### src/rtl/secded_pkg.sv
// Shared constants and types for the (13,8) extended-Hamming SECDED decoder.
package secded_pkg;

    localparam int unsigned CODE_W = 13;
    localparam int unsigned DATA_W = 8;

    localparam int unsigned IDX_P1 = 0;
    localparam int unsigned IDX_P2 = 1;
    localparam int unsigned IDX_D1 = 2;
    localparam int unsigned IDX_P4 = 3;
    localparam int unsigned IDX_D2 = 4;
    localparam int unsigned IDX_D3 = 5;
    localparam int unsigned IDX_D4 = 6;
    localparam int unsigned IDX_P8 = 7;
    localparam int unsigned IDX_D5 = 8;
    localparam int unsigned IDX_D6 = 9;
    localparam int unsigned IDX_D7 = 10;
    localparam int unsigned IDX_D8 = 11;
    localparam int unsigned IDX_WP = 12;

    localparam logic [CODE_W-1:0] MASK_S1 = 13'h0555;
    localparam logic [CODE_W-1:0] MASK_S2 = 13'h0666;
    localparam logic [CODE_W-1:0] MASK_S4 = 13'h0878;
    localparam logic [CODE_W-1:0] MASK_S8 = 13'h0F80;

    localparam logic [3:0] POS_WP = 4'd13;

    typedef enum logic [1:0] {OK, CORR, UNCORR} status_e;

    function automatic logic [DATA_W-1:0] extract_data(input logic [CODE_W-1:0] c);
        return {c[IDX_D8], c[IDX_D7], c[IDX_D6], c[IDX_D5],
                c[IDX_D4], c[IDX_D3], c[IDX_D2], c[IDX_D1]};
    endfunction

endpackage

### src/rtl/secded_syndrome.sv
// Combinational syndrome and overall-parity generator for one codeword.
module secded_syndrome
    import secded_pkg::*;
(
    input  logic [CODE_W-1:0] code_i,
    output logic [3:0]        syndrome_o,
    output logic              parity_o
);

    always_comb begin
        syndrome_o = {^(code_i & MASK_S8), ^(code_i & MASK_S4),
                      ^(code_i & MASK_S2), ^(code_i & MASK_S1)};
        parity_o   = ^code_i;
    end

endmodule

### src/rtl/secded_decoder.sv
// Two-stage SECDED decoder with valid/ready handshakes and saturating error counters.
module secded_decoder
    import secded_pkg::*;
#(
    parameter int unsigned CNT_W = 16
) (
    input  logic              clk,
    input  logic              rst_n,
    input  logic              in_valid,
    output logic              in_ready,
    input  logic [CODE_W-1:0] in_code,
    output logic              out_valid,
    input  logic              out_ready,
    output logic [DATA_W-1:0] data_out,
    output logic              err_single,
    output logic              err_double,
    output logic [3:0]        err_pos,
    input  logic              cnt_clr,
    output logic [CNT_W-1:0]  corr_cnt,
    output logic [CNT_W-1:0]  uncorr_cnt
);

    logic              s1_valid_q, s1_valid_d;
    logic [CODE_W-1:0] s1_code_q,  s1_code_d;
    logic [3:0]        s1_syn_q,   s1_syn_d;
    logic              s1_par_q,   s1_par_d;

    logic              out_valid_q, out_valid_d;
    logic [DATA_W-1:0] data_q,      data_d;
    logic              single_q,    single_d;
    logic              double_q,    double_d;
    logic [3:0]        pos_q,       pos_d;

    logic [CNT_W-1:0]  corr_cnt_q,   corr_cnt_d;
    logic [CNT_W-1:0]  uncorr_cnt_q, uncorr_cnt_d;

    logic              s2_load;
    logic              s1_adv;
    logic [3:0]        syn;
    logic              par;
    status_e           status;
    logic [CODE_W-1:0] fixed_code;
    logic [3:0]        fixed_pos;

    secded_syndrome u_syndrome (
        .code_i     (in_code),
        .syndrome_o (syn),
        .parity_o   (par)
    );

    assign s2_load  = !out_valid_q || out_ready;
    assign s1_adv   = s2_load || !s1_valid_q;
    assign in_ready = s1_adv;

    // Classify the stage-1 codeword and apply the single-bit correction.
    always_comb begin
        status     = OK;
        fixed_code = s1_code_q;
        fixed_pos  = '0;
        if (s1_syn_q == 4'd0) begin
            if (s1_par_q) begin
                status    = CORR;
                fixed_pos = POS_WP;
            end
        end else if (s1_par_q && (s1_syn_q <= 4'd12)) begin
            status    = CORR;
            fixed_pos = s1_syn_q;
            for (int unsigned i = 0; i < 12; i++) begin
                if (s1_syn_q == 4'(i + 1)) begin
                    fixed_code[i] = ~s1_code_q[i];
                end
            end
        end else begin
            status = UNCORR;
        end
    end

    always_comb begin
        s1_valid_d  = s1_valid_q;
        s1_code_d   = s1_code_q;
        s1_syn_d    = s1_syn_q;
        s1_par_d    = s1_par_q;
        out_valid_d = out_valid_q;
        data_d      = data_q;
        single_d    = single_q;
        double_d    = double_q;
        pos_d       = pos_q;

        if (s1_adv) begin
            s1_valid_d = in_valid;
            if (in_valid) begin
                s1_code_d = in_code;
                s1_syn_d  = syn;
                s1_par_d  = par;
            end
        end

        if (s2_load) begin
            out_valid_d = s1_valid_q;
            if (s1_valid_q) begin
                data_d   = extract_data(fixed_code);
                single_d = (status == CORR);
                double_d = (status == UNCORR);
                pos_d    = fixed_pos;
            end
        end
    end

    // Clear wins over a same-cycle increment.
    always_comb begin
        corr_cnt_d   = corr_cnt_q;
        uncorr_cnt_d = uncorr_cnt_q;
        if (cnt_clr) begin
            corr_cnt_d   = '0;
            uncorr_cnt_d = '0;
        end else if (out_valid_q && out_ready) begin
            if (single_q && (corr_cnt_q != '1)) begin
                corr_cnt_d = corr_cnt_q + CNT_W'(1);
            end
            if (double_q && (uncorr_cnt_q != '1)) begin
                uncorr_cnt_d = uncorr_cnt_q + CNT_W'(1);
            end
        end
    end

    always_ff @(posedge clk) begin
        if (!rst_n) begin
            s1_valid_q   <= 1'b0;
            s1_code_q    <= '0;
            s1_syn_q     <= '0;
            s1_par_q     <= 1'b0;
            out_valid_q  <= 1'b0;
            data_q       <= '0;
            single_q     <= 1'b0;
            double_q     <= 1'b0;
            pos_q        <= '0;
            corr_cnt_q   <= '0;
            uncorr_cnt_q <= '0;
        end else begin
            s1_valid_q   <= s1_valid_d;
            s1_code_q    <= s1_code_d;
            s1_syn_q     <= s1_syn_d;
            s1_par_q     <= s1_par_d;
            out_valid_q  <= out_valid_d;
            data_q       <= data_d;
            single_q     <= single_d;
            double_q     <= double_d;
            pos_q        <= pos_d;
            corr_cnt_q   <= corr_cnt_d;
            uncorr_cnt_q <= uncorr_cnt_d;
        end
    end

    assign out_valid  = out_valid_q;
    assign data_out   = data_q;
    assign err_single = single_q;
    assign err_double = double_q;
    assign err_pos    = pos_q;
    assign corr_cnt   = corr_cnt_q;
    assign uncorr_cnt = uncorr_cnt_q;

endmodule

### config.mk
export PLATFORM = sky130hd
export DESIGN_NAME = secded_decoder
export DESIGN_NICKNAME = d
export VERILOG_FILES = /design/src/rtl/secded_pkg.sv /design/src/rtl/secded_syndrome.sv /design/src/rtl/secded_decoder.sv
export SDC_FILE = /design/constraint.sdc
export NUM_CORES = 1
export LEC_CHECK = 0
export ABC_CLOCK_PERIOD_IN_PS = 3400
export CAP_MARGIN = 5
export CORE_MARGIN = 10
export CORE_UTILIZATION = 40
export CTS_CLUSTER_SIZE = 28
export DETAILED_ROUTE_END_ITERATION = 8
export GPL_TIMING_DRIVEN = 0
export MAX_ROUTING_LAYER = met4
export PLACE_DENSITY = 0.7
export SLEW_MARGIN = 25
export SYNTH_ARGS = -nofsm -noshare
export SYNTH_HDL_FRONTEND = slang
export SYNTH_SLANG_ARGS = --single-unit
### constraint.sdc
create_clock -name clk -period 3.4 [get_ports clk]
set_input_delay 0.34 -clock clk [delete_from_list [all_inputs] [get_ports clk]]
set_output_delay 0.34 -clock clk [all_outputs]
set_load 0.005 [all_outputs]
==> metrics.txt <==
initial DRC count 94; CP endpoint kind primary output; Top Ports 66; Worst R2R Start uncorr_cnt[0]; Max VDD drop 0.000308 V; commonest non-fill, non-tap cell in the layout clkdlybuf4s50_1; Via Count 2,649; WL/cell 13.4 um; Yosys cell types 37; most frequent CP cell clkdlybuf4s50_1; status complete, no violations; sw frac 22.9%; Hold Crit Class reg2reg; placed cell areas 3760 um2; Via density 4.95; DRC 0; Slowest-stage cell, CP clkdlybuf4s50_1; Setup TNS 0 ps; Tot Pwr 1.76 mW; reg2reg path depth 7; Worst setup startpoint out_ready; vias in the first global route 2,568; Num CTS Buffers 9; Worst-Margin Slew 544 ps; Nets 451; Leakage 1.33 nW; reg-to-reg slack, setup 1470 ps; Post-DRT Antenna Nets 0; Max Cap Viol 0; row cnt 31; R2R Path End uncorr_cnt[9]; RSZ-0062 raised after global routing no; Post-synth ARST share 0%; Clock transition at path regs 70 ps; GRT Total Usage 13.0%; Final Hold Viols 0; antenna violations before repair 0; CP Max Fanout 6; cts hold-fix bufs 0; clk_skew 5.78 ps; Die Area 11,300 um2; fin util 55.2%; slowest stage delay, CP 590 ps; final WL 7160 um; Final period util 60.4%; Post CTS Setup Buffer Count 0; Worst Setup EP in_ready; P_int 1.35 mW; Fillers 698; most frequent cells in the layout clkdlybuf4s50_1 (65), dfxtp_1 (61), nor2_1 (53); CP Cell Sequence clkdlybuf4s50_1, nand3b_1, clkdlybuf4s50_1; root buf cell clkbuf_8; clock latency on the worst-skew pair 330 ps; min Tclk post-route 2050 ps; mapped cell area 2980 um2; P per Cell Area 439 nW/um2; TritonRoute pass-1 iters 4; Combinational Power Share 11.5%; GP Congestion 0.843; Worst EP required 3060 ps; CTS tree done; fin. max-slew vios 0; share of cells above drive strength 1 5.50%; input/output buffers 65; antenna cells 0; Clock H-tree levels 3; number of synthesis warnings 0; Worst Path Arrival 1710 ps; CP Launch Type input port; hpwl dp 5650 um; initial core utilization 41.1%; syn_nets 375; CTS max path bufs 2; Post-Syn Area per Cell 8.40 um2; Design Area, Final 4010 um2; cell count after synthesis 355; first-pass GRT wire length 12,000 um; Max-slew headroom 63.4%; EDFF count, synth 0; die width 106 um; cts repair resizes 0; Peak Freq 0.487 GHz; Die H 106 um; global route overflow 0; largest net degree at the start of global routing 12; Core ar. 7250 um2; Layout area overhead 34.3%; clock power share 45.0%; clock net sink count 61; register area share after synthesis 40.9%; ys flop type dfxtp_1; Synth Register Bits 61; final setup violation count 0; Seq pwr share 43.5%; sw power 0.403 mW; kind of critical path in2out
## power by group through the flow
stage | clock network [mW] | logic, mW | registers, mW
after floorplan | 0 | 0.129 | 0.775
after global placement | 0 | 0.199 | 0.779
after detailed placement | 0 | 0.205 | 0.780
after CTS | 0.808 | 0.205 | 0.764
after global routing | 0.837 | 0.223 | 0.768
final | 0.791 | 0.202 | 0.764
## registers in the layout, summed over array words and instances, names as in the netlist
name,count
s1_par_q,1
err_single,1
err_double,1
err_pos,4
s1_syn_q,4
data_out,8
corr_cnt,16
s1_code_q,8
s1_valid_q,1
uncorr_cnt,16
out_valid,1
## cells by family (layout without fill, tap and decap cells)
logic type	count (synthesis)	in the layout	synth area share (%)
simple gates	161	161	25.8
fa+ha+maj	2	2	0.839
compound gates	51	51	10.6
xor+xnor	53	53	17.2
buf+inv	23	104	3.19
flops	61	61	40.9
mux	4	4	1.43
## cell type report
type / count / area (um2) / area share [%]
multi-input cells: 271 / 1670 / 41.6
flip-flops and latches: 61 / 1220 / 30.5
repair buffers: 65 / 651 / 16.2
clock buffers: 10 / 138 / 3.44
well taps: 99 / 124 / 3.09
clock inverters: 6 / 110 / 2.75
plain buffers: 17 / 72.6 / 1.81
inverters: 6 / 22.5 / 0.562
## how the worst min path moves through the flow
stage / cells past startpoint / slack (ps) / from / end
after floorplan: 2 / 450 / s1_valid_q / out_valid
after global placement: 2 / 460 / s1_code_q[2] / s1_code_q[2]
after detailed placement: 2 / 460 / s1_code_q[4] / s1_code_q[4]
after CTS: 2 / 470 / s1_code_q[4] / s1_code_q[4]
after global routing: 2 / 480 / s1_code_q[4] / s1_code_q[4]
final: 2 / 470 / s1_code_q[4] / s1_code_q[4]
## layer usage
metal | part of all wire [%] | track usage, % | up-vias
met5 | 0 | - | -
met4 | 0.88 | 5.42 | 0
li1 | - | - | 1371
met1 | 47 | 15.5 | 1212
met3 | 5.1 | 3.74 | 6
met2 | 47 | 20.2 | 60
## synthesized netlist by cell type (2+ instances only)
cell type | instances | area [um2]
nor2_1 | 53 | 199
nand4_1 | 12 | 75.1
and2_1 | 8 | 50.1
and3_1 | 6 | 37.5
nand2b_1 | 4 | 25.0
clkbuf_1 | 15 | 56.3
xnor3_1 | 3 | 67.6
nor4_1 | 3 | 18.8
xnor2_1 | 39 | 342
nand3_1 | 15 | 75.1
dfxtp_1 | 61 | 1220
o21ai_0 | 5 | 25.0
o211ai_1 | 2 | 15.0
mux2i_1 | 2 | 20.0
mux2_2 | 2 | 22.5
and4_1 | 5 | 43.8
ha_1 | 2 | 25.0
a21oi_1 | 24 | 120
nand2_1 | 39 | 146
nor3_1 | 8 | 40.0
a211oi_1 | 16 | 120
nand3b_1 | 3 | 22.5
inv_1 | 5 | 18.8
xor2_1 | 10 | 87.6
## metrics by stage
| stage | setup slack (ps) | cells | hold WS [ps] |
|---|---|---|---|
| after detailed placement | 1190 | 519 | 463 |
| final | 1350 | 535 | 468 |
| after global routing | 1280 | 535 | 483 |
| after CTS | 1360 | 535 | 472 |
| after floorplan | 1630 | 355 | 448 |
| after global placement | 1220 | 519 | 459 |
## worst max-delay path, delay by kind of cell
family	cells	cell delay, ps
buffers and inverters	2	1130
and+or+nand+nor	1	240
No activity file was read; power rests on OpenSTA's default activity.
